===== src/rtl/lc3b_types.sv =====
// lc3b_types: shared LC-3b word and byte-mask types
package lc3b_types;
  typedef logic [15:0] lc3b_word;
  typedef logic [1:0] lc3b_mem_wmask;
endpackage


===== src/rtl/mem_arbiter.sv =====
// mem_arbiter: fair two-port arbiter (A instr read, B data read/write) onto one pmem port
module mem_arbiter
  import lc3b_types::*;
#(
  parameter bit B_PRIORITY = 1'b1
) (
  input  logic          clk,
  input  logic          rst,
  input  logic          read_a,
  input  lc3b_word      address_a,
  output logic          resp_a,
  output lc3b_word      rdata_a,
  input  logic          read_b,
  input  logic          write_b,
  input  lc3b_mem_wmask wmask_b,
  input  lc3b_word      address_b,
  input  lc3b_word      wdata_b,
  output logic          resp_b,
  output lc3b_word      rdata_b,
  output logic          pmem_read,
  output logic          pmem_write,
  output lc3b_mem_wmask pmem_wmask,
  output lc3b_word      pmem_address,
  output lc3b_word      pmem_wdata,
  input  logic          pmem_resp,
  input  lc3b_word      pmem_rdata
);
  typedef enum logic [2:0] {IDLE, SERVE_A, SERVE_B, DONE_A, DONE_B} state_t;
  state_t state_q, state_d;
  logic fair_a_q, fair_a_d, fair_b_q, fair_b_d, write_q, write_d;
  logic req_a, req_b, grant_b, serve;
  lc3b_word addr_q, addr_d, wdata_q, wdata_d, rdata_a_q, rdata_a_d, rdata_b_q, rdata_b_d;
  lc3b_mem_wmask wmask_q, wmask_d;
  always_comb begin
    req_a = read_a;
    req_b = read_b | write_b;
    // a pending flag on A overrides both B's flag and the static priority
    grant_b = req_b & (~req_a | (~fair_a_q & (fair_b_q | B_PRIORITY)));
    serve = (state_q == SERVE_A) || (state_q == SERVE_B);
    state_d = state_q;
    fair_a_d = fair_a_q;
    fair_b_d = fair_b_q;
    addr_d = addr_q;
    wdata_d = wdata_q;
    wmask_d = wmask_q;
    write_d = write_q;
    rdata_a_d = rdata_a_q;
    rdata_b_d = rdata_b_q;
    if (state_q == IDLE && (req_a || req_b)) begin
      state_d = grant_b ? SERVE_B : SERVE_A;
      fair_a_d = grant_b ? (fair_a_q | req_a) : 1'b0;
      fair_b_d = grant_b ? 1'b0 : (fair_b_q | req_b);
      addr_d = grant_b ? address_b : address_a;
      wdata_d = grant_b ? wdata_b : '0;
      wmask_d = grant_b ? wmask_b : '0;
      write_d = grant_b & write_b;
    end else if (serve && pmem_resp) begin
      state_d = (state_q == SERVE_A) ? DONE_A : DONE_B;
      rdata_a_d = (state_q == SERVE_A && !write_q) ? pmem_rdata : rdata_a_q;
      rdata_b_d = (state_q == SERVE_B && !write_q) ? pmem_rdata : rdata_b_q;
    end else if (state_q == DONE_A || state_q == DONE_B) begin
      state_d = IDLE;
    end
  end
  always_ff @(posedge clk or posedge rst) begin
    if (rst) begin
      state_q <= IDLE;
      fair_a_q <= 1'b0;
      fair_b_q <= 1'b0;
      addr_q <= '0;
      wdata_q <= '0;
      wmask_q <= '0;
      write_q <= 1'b0;
      rdata_a_q <= '0;
      rdata_b_q <= '0;
    end else begin
      state_q <= state_d;
      fair_a_q <= fair_a_d;
      fair_b_q <= fair_b_d;
      addr_q <= addr_d;
      wdata_q <= wdata_d;
      wmask_q <= wmask_d;
      write_q <= write_d;
      rdata_a_q <= rdata_a_d;
      rdata_b_q <= rdata_b_d;
    end
  end
  assign resp_a = state_q == DONE_A;
  assign resp_b = state_q == DONE_B;
  assign rdata_a = rdata_a_q;
  assign rdata_b = rdata_b_q;
  assign pmem_read = serve & ~write_q;
  assign pmem_write = serve & write_q;
  assign pmem_wmask = serve ? wmask_q : '0;
  assign pmem_address = serve ? addr_q : '0;
  assign pmem_wdata = serve ? wdata_q : '0;
endmodule


===== config.mk =====
export PLATFORM = sky130hd
export DESIGN_NAME = mem_arbiter
export DESIGN_NICKNAME = d
export VERILOG_FILES = /design/src/rtl/lc3b_types.sv /design/src/rtl/mem_arbiter.sv
export SDC_FILE = /design/constraint.sdc
export NUM_CORES = 1
export LEC_CHECK = 0
export ABC_CLOCK_PERIOD_IN_PS = 2400
export CORE_UTILIZATION = 38
export DETAILED_ROUTE_END_ITERATION = 10
export GPL_TIMING_DRIVEN = 0
export PLACE_DENSITY = 0.85
export SYNTH_ARGS = -nofsm -noshare
export SYNTH_HDL_FRONTEND = slang
export SYNTH_SLANG_ARGS = --single-unit

===== constraint.sdc =====
create_clock -name clk -period 2.4 [get_ports clk]
set_input_delay 0.48 -clock clk [delete_from_list [all_inputs] [get_ports clk]]
set_output_delay 0.48 -clock clk [all_outputs]
set_load 0.02 [all_outputs]

==> flow_summary.json <==
{
  "status": "complete, no violations",
  "drt_iter0_drc": 86,
  "synth_edf_count": 0,
  "synth_area_leaders": "dfrtp_1 54%, mux2_2 10%, and2_1 6.9%, a22o_2 5.8%, a221o_1 4.9%",
  "cts_tree": "yes",
  "final_cells": 517,
  "dp_slack_ps": -346,
  "postSynthCellCount": 253,
  "async_reset_ff_share_pct": 100,
  "tightest_slew_ps": 857,
  "drv_slew": 0,
  "fin_ws_ps": 121,
  "period_share_pct": 95.0,
  "cp-end-kind": "output port",
  "min_from": "wmask_q[0]",
  "hold_class": "reg2reg",
  "required_ps": 1920,
  "detail-route-antenna-nets": 0,
  "clkLatencyLatePin_ps": 340,
  "dr.pass1.iters": 4,
  "drc": 0,
  "vdd_drop_max_uv": 582,
  "max-slew-margin-rel_pct": 42.9,
  "flow.area_growth_from_synthesis_pct": 50.6,
  "wl_per_cell_um": 15.9,
  "grt_max_degree": 72,
  "yosysSeqAreaShare_pct": 54.2,
  "ys_seq_elements": 71,
  "grt_overflow": 0,
  "critPathBufInv": 2,
  "postCtsHoldBufs": 0,
  "drv_cap": 0,
  "yosys.area.top_type_share_pct": 54.2,
  "power_density_nw_per_um2": 1380,
  "start_kind": "flip-flop",
  "vias": 2555,
  "netlist_area_um2": 3280,
  "cp_cell_sequence": "buf_6, or2b_1, nor2_1, clkdlybuf4s50_1",
  "drive_gt1_share_pct": 30.1,
  "clkTransAtPathRegs_ps": 70,
  "fin_nets": 479,
  "rows": 33,
  "grt_usage_pct": 19.0,
  "drt-vias-per-instance": 4.94,
  "ff2ff_path_depth": 6,
  "ys.flop_type": "dfrtp_1",
  "finalSetupViolations": 0,
  "ys_warn_count": 0,
  "grt_pass1_wl_um": 13000,
  "fp.dieW_um": 94.8,
  "crit_arrival_ps": 1800,
  "die_h_um": 94.8,
  "p_leak_uw": 0.00232,
  "die_area_um2": 9000,
  "fillers": 677,
  "p_total_uw": 6820,
  "crit_start": "state_q[2]",
  "r2r_end": "wdata_q[2]",
  "whs_ps": 495,
  "routed_wl_um": 8240,
  "coreArea_um2": 8300,
  "cts_num_sinks": 71,
  "clockRootBuffer": "clkbuf_8",
  "cp_slowest_cell": "clkdlybuf4s50_1",
  "synth_common_cells": "71 x dfrtp_1, 36 x and2_1, 29 x mux2_2",
  "fmax_mhz": 439,
  "synth.avg_cell_area_um2": 12.9,
  "portBuffers": 141,
  "antennaDiodeCount": 0,
  "skew_ps": 13.3,
  "hold_viol_final": 0,
  "start_util_pct": 39.5,
  "yosysUniqueCellTypes": 33,
  "h-tree-depth": 3,
  "worstHoldPathCells": 1,
  "period_needed_ps": 2280,
  "cp_slowest_stage_delay_ps": 630,
  "cts_buffers": 9,
  "clk_path_buf_depth": 2,
  "critPathTopFamily": "buffers and inverters",
  "first_global_vias": 2581,
  "cp_max_fo": 10,
  "hpwlAfterDp_um": 5870,
  "place.gp.congestion": 0.758,
  "ff2ff_setup_slack_ps": 780,
  "io_pins": 142,
  "hold-path-endpoint": "wmask_q[0]",
  "critical_path_class": "reg2out",
  "dp.cells": 499,
  "synth_largest_area_cell": "dfrtp_1",
  "rsz0062_at_grt": "false",
  "synth_nets": 325,
  "timing.rr.start": "state_q[1]",
  "synth.most_common_cell": "dfrtp_1",
  "antenna_found_initial": 0
}
## area by class of cell
type                    instances  area (um2)  area share, %
inverters                      19        73.8           1.50
multi-input cells             146        1290           26.2
repair buffers                143        1280           25.9
flip-flops and latches         71        1780           36.0
plain buffers                  17         163           3.30
well taps                     105         131           2.66
clock buffers                  12         165           3.35
clock inverters                 4        51.3           1.04
## placed cells by master, fill, tap and decap left out, types with 2 or more instances in the layout
cell and count:
nor3_1 16, a221o_1 16, nor2_1 4, clkdlybuf4s50_1 106
clkdlybuf4s15_1 2, clkbuf_1 2, buf_2 19, buf_6 9
clkbuf_8 13, mux2_4 3, dfrtp_1 71, mux2_2 29
nand2_1 3, clkbuf_2 11, a22o_2 19, inv_1 18
buf_4 3, dlygate4sd2_1 5, and2_1 36
## registers in the layout, summed over array words and instances, names as in the netlist
name and flops:
write_q 1, state_q 3, addr_q 16, fair_a_q 1, wmask_q 2, wdata_q 16, rdata_b 16, rdata_a 16
## power breakdown
part | switching, uW | internal, uW | total (uW)
Clock | 443 | 567 | 1010
Combinational | 1880 | 1870 | 3750
Sequential | 292 | 1770 | 2060
## cell families after synthesis
kind of cell    share of synthesized area [%]
flops                                    54.2
simple gates                             14.1
compound gates                           13.1
buf+inv                                  6.61
mux                                      11.6
xor+xnor                                0.267
## metal layers
metal	track usage (%)	up-vias	wire, um	share of wire, %
li1	-	1194	-	-
met2	30.5	87	4020	49
met3	4.59	19	451	5.5
met4	7.58	0	205	2.5
met5	0	-	0	0
met1	24.7	1255	3560	43
## how the worst max path moves through the flow
stage | to | slack (ps) | cells past startpoint
final | resp_a | 120 | 4
after global routing | pmem_wmask[0] | 4 | 7
after CTS | pmem_wdata[2] | 4 | 7
after detailed placement | pmem_address[14] | -350 | 6
after global placement | addr_q[5] | -1010 | 2
after floorplan | addr_q[0] | 120 | 1
## stage by stage
step / area (um2) / utilization [%] / TNS (ps)
2_1_floorplan: 3280 / - / 0
3_3_place_gp: 4820 / 58.1 / -80140
3_5_place_dp: 4820 / 58.1 / -8790
4_1_cts: 5040 / 60.7 / 0
5_1_grt: 4930 / 59.4 / 0
6_report: 4930 / 59.4 / 0
## repair_timing
item                                    CTS  global route
pin swaps                                 1             1
gates cloned                              0             0
setup buffers                             2             0
endpoints found under the setup margin   35            30
resized for setup                        88            32
Power figures use the tool's default switching activity.
